$ cat config.mk
export PLATFORM = sky130hd
export DESIGN_NAME = read_control_mc
export DESIGN_NICKNAME = d
export VERILOG_FILES = /design/src/rtl/read_ctrl_pkg.sv /design/src/rtl/rr_arbiter.sv /design/src/rtl/read_control_mc.sv
export SDC_FILE = /design/constraint.sdc
export NUM_CORES = 1
export LEC_CHECK = 0
export BUFFER_PORTS_ARGS = -buffer_cell sky130_fd_sc_hd__buf_4
export CORE_ASPECT_RATIO = 1.2
export CORE_MARGIN = 2
export CORE_UTILIZATION = 58
export CTS_BUF_LIST = sky130_fd_sc_hd__clkbuf_4 sky130_fd_sc_hd__clkbuf_8
export CTS_CLUSTER_DIAMETER = 80
export DETAILED_ROUTE_END_ITERATION = 8
export GPL_TIMING_DRIVEN = 0
export PLACE_DENSITY = 0.84
export SETUP_SLACK_MARGIN = 0.05
export SYNTH_ARGS = -nofsm -noshare
export SYNTH_HDL_FRONTEND = slang
export SYNTH_SLANG_ARGS = --single-unit
$ cat constraint.sdc
create_clock -name CLK -period 2.6 [get_ports CLK]
set_input_delay 0.26 -clock CLK [delete_from_list [all_inputs] [get_ports CLK]]
set_output_delay 0.26 -clock CLK [all_outputs]
set_load 0.05 [all_outputs]
$ cat src/rtl/read_ctrl_pkg.sv
// Shared types for the read controller: FSM state encoding and a width helper
// that keeps degenerate parameter values (1 channel, no timeout) at one bit.
package read_ctrl_pkg;

  typedef enum logic [1:0] {
    IDLE   = 2'd0,
    ISSUE  = 2'd1,
    W_DONE = 2'd2
  } state_e;

  function automatic int safe_width(input int n);
    return (n > 1) ? $clog2(n) : 1;
  endfunction

endpackage

$ cat src/rtl/rr_arbiter.sv
// Combinational round-robin pick: first requesting index at or above ptr,
// wrapping to the lowest requester when nothing lies above ptr.
module rr_arbiter
  import read_ctrl_pkg::*;
#(
  parameter int NCH = 4
) (
  input  logic [NCH-1:0]                 req,
  input  logic [safe_width(NCH)-1:0]     ptr,
  output logic [NCH-1:0]                 gnt,
  output logic                           valid
);

  logic [NCH-1:0] mask_hi;
  logic [NCH-1:0] req_hi;
  logic [NCH-1:0] pick;

  // Isolating the lowest set bit of the chosen half gives the one-hot grant.
  always_comb begin
    mask_hi = {NCH{1'b1}} << ptr;
    req_hi  = req & mask_hi;
    pick    = (|req_hi) ? req_hi : req;
    gnt     = pick & (~pick + NCH'(1));
    valid   = |req;
  end

endmodule

$ cat src/rtl/read_control_mc.sv
// Multi-channel read controller: arbitrates level requests round-robin, issues
// one memory read at a time and returns a per-channel completion or timeout.
module read_control_mc
  import read_ctrl_pkg::*;
#(
  parameter int NCH     = 4,
  parameter int TIMEOUT = 16
) (
  input  logic           CLK,
  input  logic           RST,
  input  logic [NCH-1:0] RReadIn,
  input  logic           Done,
  output logic           RReadOut,
  output logic [NCH-1:0] Grant,
  output logic [NCH-1:0] DoneOut,
  output logic           Err,
  output logic           Busy
);

  localparam int PW = safe_width(NCH);
  localparam int CW = safe_width(TIMEOUT + 1);
  localparam bit TO_EN = (TIMEOUT > 0);
  localparam logic [CW-1:0] CNT_MAX  = CW'(TIMEOUT);
  localparam logic [CW-1:0] CNT_LAST = CW'((TIMEOUT > 0) ? TIMEOUT - 1 : 0);
  localparam logic [PW-1:0] PTR_LAST = PW'(NCH - 1);

  state_e         state_q, state_d;
  logic [PW-1:0]  ptr_q, ptr_d;
  logic [NCH-1:0] blocked_q, blocked_d;
  logic [CW-1:0]  cnt_q, cnt_d;
  logic           rread_q, rread_d;
  logic [NCH-1:0] grant_q, grant_d;
  logic [NCH-1:0] done_out_q, done_out_d;
  logic           err_q, err_d;
  logic           busy_q, busy_d;

  logic [NCH-1:0] eligible;
  logic [NCH-1:0] arb_gnt;
  logic           arb_valid;
  logic [PW-1:0]  gnt_idx;
  logic           complete;
  logic           timeout_hit;

  assign eligible = RReadIn & ~blocked_q;

  rr_arbiter #(.NCH(NCH)) u_arb (
    .req   (eligible),
    .ptr   (ptr_q),
    .gnt   (arb_gnt),
    .valid (arb_valid)
  );

  always_comb begin
    gnt_idx = '0;
    for (int i = 0; i < NCH; i++) begin
      if (arb_gnt[i]) gnt_idx = PW'(i);
    end
  end

  always_comb begin
    state_d     = state_q;
    ptr_d       = ptr_q;
    cnt_d       = cnt_q;
    rread_d     = 1'b0;
    grant_d     = grant_q;
    done_out_d  = '0;
    err_d       = 1'b0;
    complete    = 1'b0;
    timeout_hit = 1'b0;

    case (state_q)
      IDLE: begin
        if (arb_valid) begin
          state_d = ISSUE;
          grant_d = arb_gnt;
          rread_d = 1'b1;
          ptr_d   = (gnt_idx == PTR_LAST) ? '0 : gnt_idx + PW'(1);
        end
      end
      ISSUE: begin
        if (Done) begin
          complete = 1'b1;
        end else begin
          state_d = W_DONE;
          cnt_d   = '0;
        end
      end
      W_DONE: begin
        // Done takes priority over a timeout landing on the same cycle.
        if (Done) begin
          complete = 1'b1;
        end else if (TO_EN && cnt_q == CNT_LAST) begin
          complete    = 1'b1;
          timeout_hit = 1'b1;
        end else if (cnt_q != CNT_MAX) begin
          cnt_d = cnt_q + CW'(1);
        end
      end
      default: state_d = IDLE;
    endcase

    if (complete) begin
      state_d    = IDLE;
      grant_d    = '0;
      done_out_d = grant_q;
      err_d      = timeout_hit;
    end

    // A finished channel stays blocked until it lowers its request once.
    blocked_d = (complete ? grant_q : '0) | (blocked_q & RReadIn);
    busy_d    = (state_d != IDLE);
  end

  always_ff @(posedge CLK or posedge RST) begin
    if (RST) begin
      state_q    <= IDLE;
      ptr_q      <= '0;
      blocked_q  <= '0;
      cnt_q      <= '0;
      rread_q    <= 1'b0;
      grant_q    <= '0;
      done_out_q <= '0;
      err_q      <= 1'b0;
      busy_q     <= 1'b0;
    end else begin
      state_q    <= state_d;
      ptr_q      <= ptr_d;
      blocked_q  <= blocked_d;
      cnt_q      <= cnt_d;
      rread_q    <= rread_d;
      grant_q    <= grant_d;
      done_out_q <= done_out_d;
      err_q      <= err_d;
      busy_q     <= busy_d;
    end
  end

  assign RReadOut = rread_q;
  assign Grant    = grant_q;
  assign DoneOut  = done_out_q;
  assign Err      = err_q;
  assign Busy     = busy_q;

endmodule

==> metrics.md <==
| Metric | Value |
|---|---|
| Nets | 155 |
| Top cell type's share of synthesized area | 46.88% |
| Fillers | 170 |
| CTS Hold Bufs | 0 |
| Comb power frac | 49.6% |
| Critical R2R Launch | cnt_q[0]$_DFFE_PP0P_ |
| First-pass GRT wire length | 4.326 mm |
| Fin cells | 170 |
| Worst Clk Skew | 0.007094 ns |
| H-tree depth | 1 |
| Top cell by count, worst path | ha_1 |
| Cts bufs inserted | 3 |
| CP peak stage delay | 0.47 ns |
| Post-CTS Setup Repair Bufs | 0 |
| CP max FO | 10 |
| Outcome | complete, no violations |
| Switch share | 44.05% |
| 1st-pass router iterations | 5 |
| Via count of the first global-routing pass | 1000 |
| Area of the die | 2603 sq um |
| IO buf count | 17 |
| Initial Util | 61.84% |
| Crit end category | flip-flop |
| WS Path Type | flip-flop to flip-flop |
| Relative slew slack | 40.79% |
| Cells after Synth | 119 |
| Register share of total power | 37.6% |
| Fin crit share | 78.86% |
| Timing-limited maximum frequency | 487.7 MHz |
| Post-Syn Area per Cell | 10.77 sq um |
| Worst-path cell chain | ha_1, and3_1, ha_1, o21ai_0, a21boi_1, buf_4, and2_1, a21o_2 |
| Post-synth top area cell | dfrtp_1 |
| GR Overflow Total | 0 |
| Syn Nets | 133 |
| Fraction of layout cells with a size suffix above 1 | 25.00% |
| IO Pins | 18 |
| Tightest Pin Transition | 0.8872 ns |
| Initial antenna violation count | 0 |
| Drt total wl | 2.461 mm |
| Clk Latency, worst-skew pair | 0.32 ns |
| Cell count of the worst reg-to-reg path | 8 |
| Crit path launch | cnt_q[0]$_DFFE_PP0P_ |
| Die H | 55.49 um |
| Placed inst area | 1446 sq um |
| Post-CTS Resized | 0 |
| # rows | 18 |
| Global placement routability congestion | 0.8877 |
| Placed Cells | 166 |
| DRC viols | 0 |
| Clock power share | 12.8% |
| WL/cell | 14.48 um |
| Crit path launch type | flip-flop |
| Die width | 46.91 um |
| Worst R2R Setup Slack | 0.55 ns |
| Worst-path clk slew | 0.13 ns |
| Antenna-violating nets left | 0 |
| Yosys warnings | 0 |
| # setup viols final | 0 |
| FFs w/ async S/R, synth | 100.0% |
| Main synth FF type | dfrtp_1 |
| Sw power | 0.6730 mW |
| Int Power | 0.8547 mW |
| Final min period | 2.050 ns |
| Worst Path Arrival | 2.28 ns |
| Via count | 974 |
| Setup crit end | blocked_q[2]$_DFF_PP0_ |
| CP max-delay cell | dfrtp_1 |
| Clock root buffer | clkbuf_4 |
| Fin area | 1483 sq um |
| CTS tree | built |
| Initial DRC count | 16 |
| Total clock sinks | 24 |
| TNS Setup | 0 ns |
| CTS max path bufs | 2 |
| Post-synthesis sequential area ratio | 46.88% |
| Max Cap Violations | 0 |
| CP required | 2.83 ns |
| Final Util | 71.56% |
| LEAKAGE | 0.7564 nW |
| Post-DP HPWL | 1.875 mm |
| PD cells | 1030 nW/um^2 |
| HP Class | input port to async pin |
| Area Growth Syn to Fin | 15.72% |
| EDFF count, synth | 0 |
| Power, Total | 1.528 mW |
| RSZ-0062 raised after global routing | false |
| Maximum VDD drop | 0.0006403 V |
| Slew Limit Fails | 0 |
| Antenna Diode Count | 0 |
| R2R Path End | blocked_q[2]$_DFF_PP0_ |
| Pin count of the biggest net entering global routing | 25 |
| Netlist Area Pre-Place | 1281 sq um |
| Vias per cell | 5.729 |
| Netlist cell types | 38 |
| Final count of hold timing violations | 0 |
| Core Area | 2072 sq um |
| Tot GR Track Use | 22.28% |
| Area contributors post-synth | dfrtp_1, ha_1, a22o_1, a21oi_1, a21o_1 |
| Yosys reg bits | 24 |
[through the flow]
stage,setup WS (ns),hold WS [ns]
6_report,0.5496,0.1142
5_1_grt,0.4092,0.1433
4_1_cts,0.5420,0.1510
3_5_place_dp,0.5713,0.4847
3_3_place_gp,0.5990,0.4696
2_1_floorplan,0.7459,0.2746
[placed cells by master (no fill, tap or decap), types with 2 or more instances in the layout]
cell type / instances
a21oi_1: 8
nand2_1: 8
buf_4: 18
and2_1: 4
a32oi_1: 2
inv_1: 8
o22ai_1: 3
and2b_1: 2
o21ai_0: 3
a211oi_1: 2
dfrtp_1: 24
clkbuf_4: 3
a22o_1: 5
nand2b_1: 2
nor3_1: 2
nor2b_4: 2
nor2_1: 8
ha_1: 7
o221a_2: 2
a22oi_1: 3
a21o_1: 4
nand2b_2: 2
[synthesized netlist by cell type, drive strengths merged, types with 2 or more instances]
cell / number
dfrtp: 24
nand2: 9
a21oi: 8
inv: 8
nor2: 8
ha: 7
a22o: 6
a21o: 5
and2: 4
nand2b: 4
a22oi: 3
o21ai: 3
o22ai: 3
a211oi: 2
a32oi: 2
and2b: 2
buf: 2
nor2b: 2
nor3: 2
o221a: 2
o31ai: 2
[per-layer routing]
metal  wire length [um]  GRT usage [%]
met4                 38          8.333
met5                  0              0
met3                 71          3.268
met2               1351          38.16
met1               1001          26.75
[state kept, by name, indices dropped and copies added (netlist names)]
name,cells
blocked_q,4
state_q,2
RReadOut,1
Grant,4
cnt_q,5
Busy,1
DoneOut,4
Err,1
ptr_q,2
[power by group through the flow]
stage / registers, mW / logic [mW] / clock network [mW]
after floorplan: 0.700 / 0.441 / 0
after global placement: 0.572 / 0.728 / 0
after detailed placement: 0.580 / 0.758 / 0
after CTS: 0.573 / 0.762 / 0.198
after global routing: 0.592 / 0.822 / 0.219
final: 0.574 / 0.758 / 0.196
[cell type report]
cell class,instances,area [sq um],share of cell area (%)
plain buffers,2,12.51,0.8439
clock buffers,4,36.28,2.447
inverters,8,30.03,2.025
multi-input cells,85,638.1,43.04
flip-flops and latches,24,600.6,40.51
well taps,30,37.54,2.532
repair buffers,17,127.6,8.608
[worst max-delay path, delay by kind of cell, from the launching register on]
family	cells	cell delay (ns)
AO/OA/AOI/OAI	3	0.46
adder cells (fa/ha/maj)	2	0.49
AND/OR/NAND/NOR	2	0.36
buffers and inverters	1	0.18
flip-flops	1	0.47
[worst min path at each step]
stage | cells past startpoint | startpoint | end | slack (ns)
floorplan | 1 | RST | Busy$_DFF_PP0_ | 0.27
global route | 2 | RReadIn[2] | blocked_q[2]$_DFF_PP0_ | 0.14
CTS | 2 | RReadIn[2] | blocked_q[2]$_DFF_PP0_ | 0.15
global placement | 1 | blocked_q[3]$_DFF_PP0_ | blocked_q[3]$_DFF_PP0_ | 0.47
finish | 2 | RST | Grant[1]$_DFFE_PP0P_ | 0.11
detailed placement | 1 | blocked_q[0]$_DFF_PP0_ | blocked_q[0]$_DFF_PP0_ | 0.48
[logic make-up (layout without fill, tap and decap cells)]
| family | Yosys count | in the layout | share of synthesized area, % |
|---|---|---|---|
| DFF | 24 | 24 | 46.88 |
| buffers and inverters | 10 | 31 | 3.320 |
| AOI/OAI and AO/OA | 41 | 41 | 25.78 |
| adders and majority gates | 7 | 7 | 6.836 |
| and+or+nand+nor | 37 | 37 | 17.19 |
No activity file was read; power rests on OpenSTA's default activity.
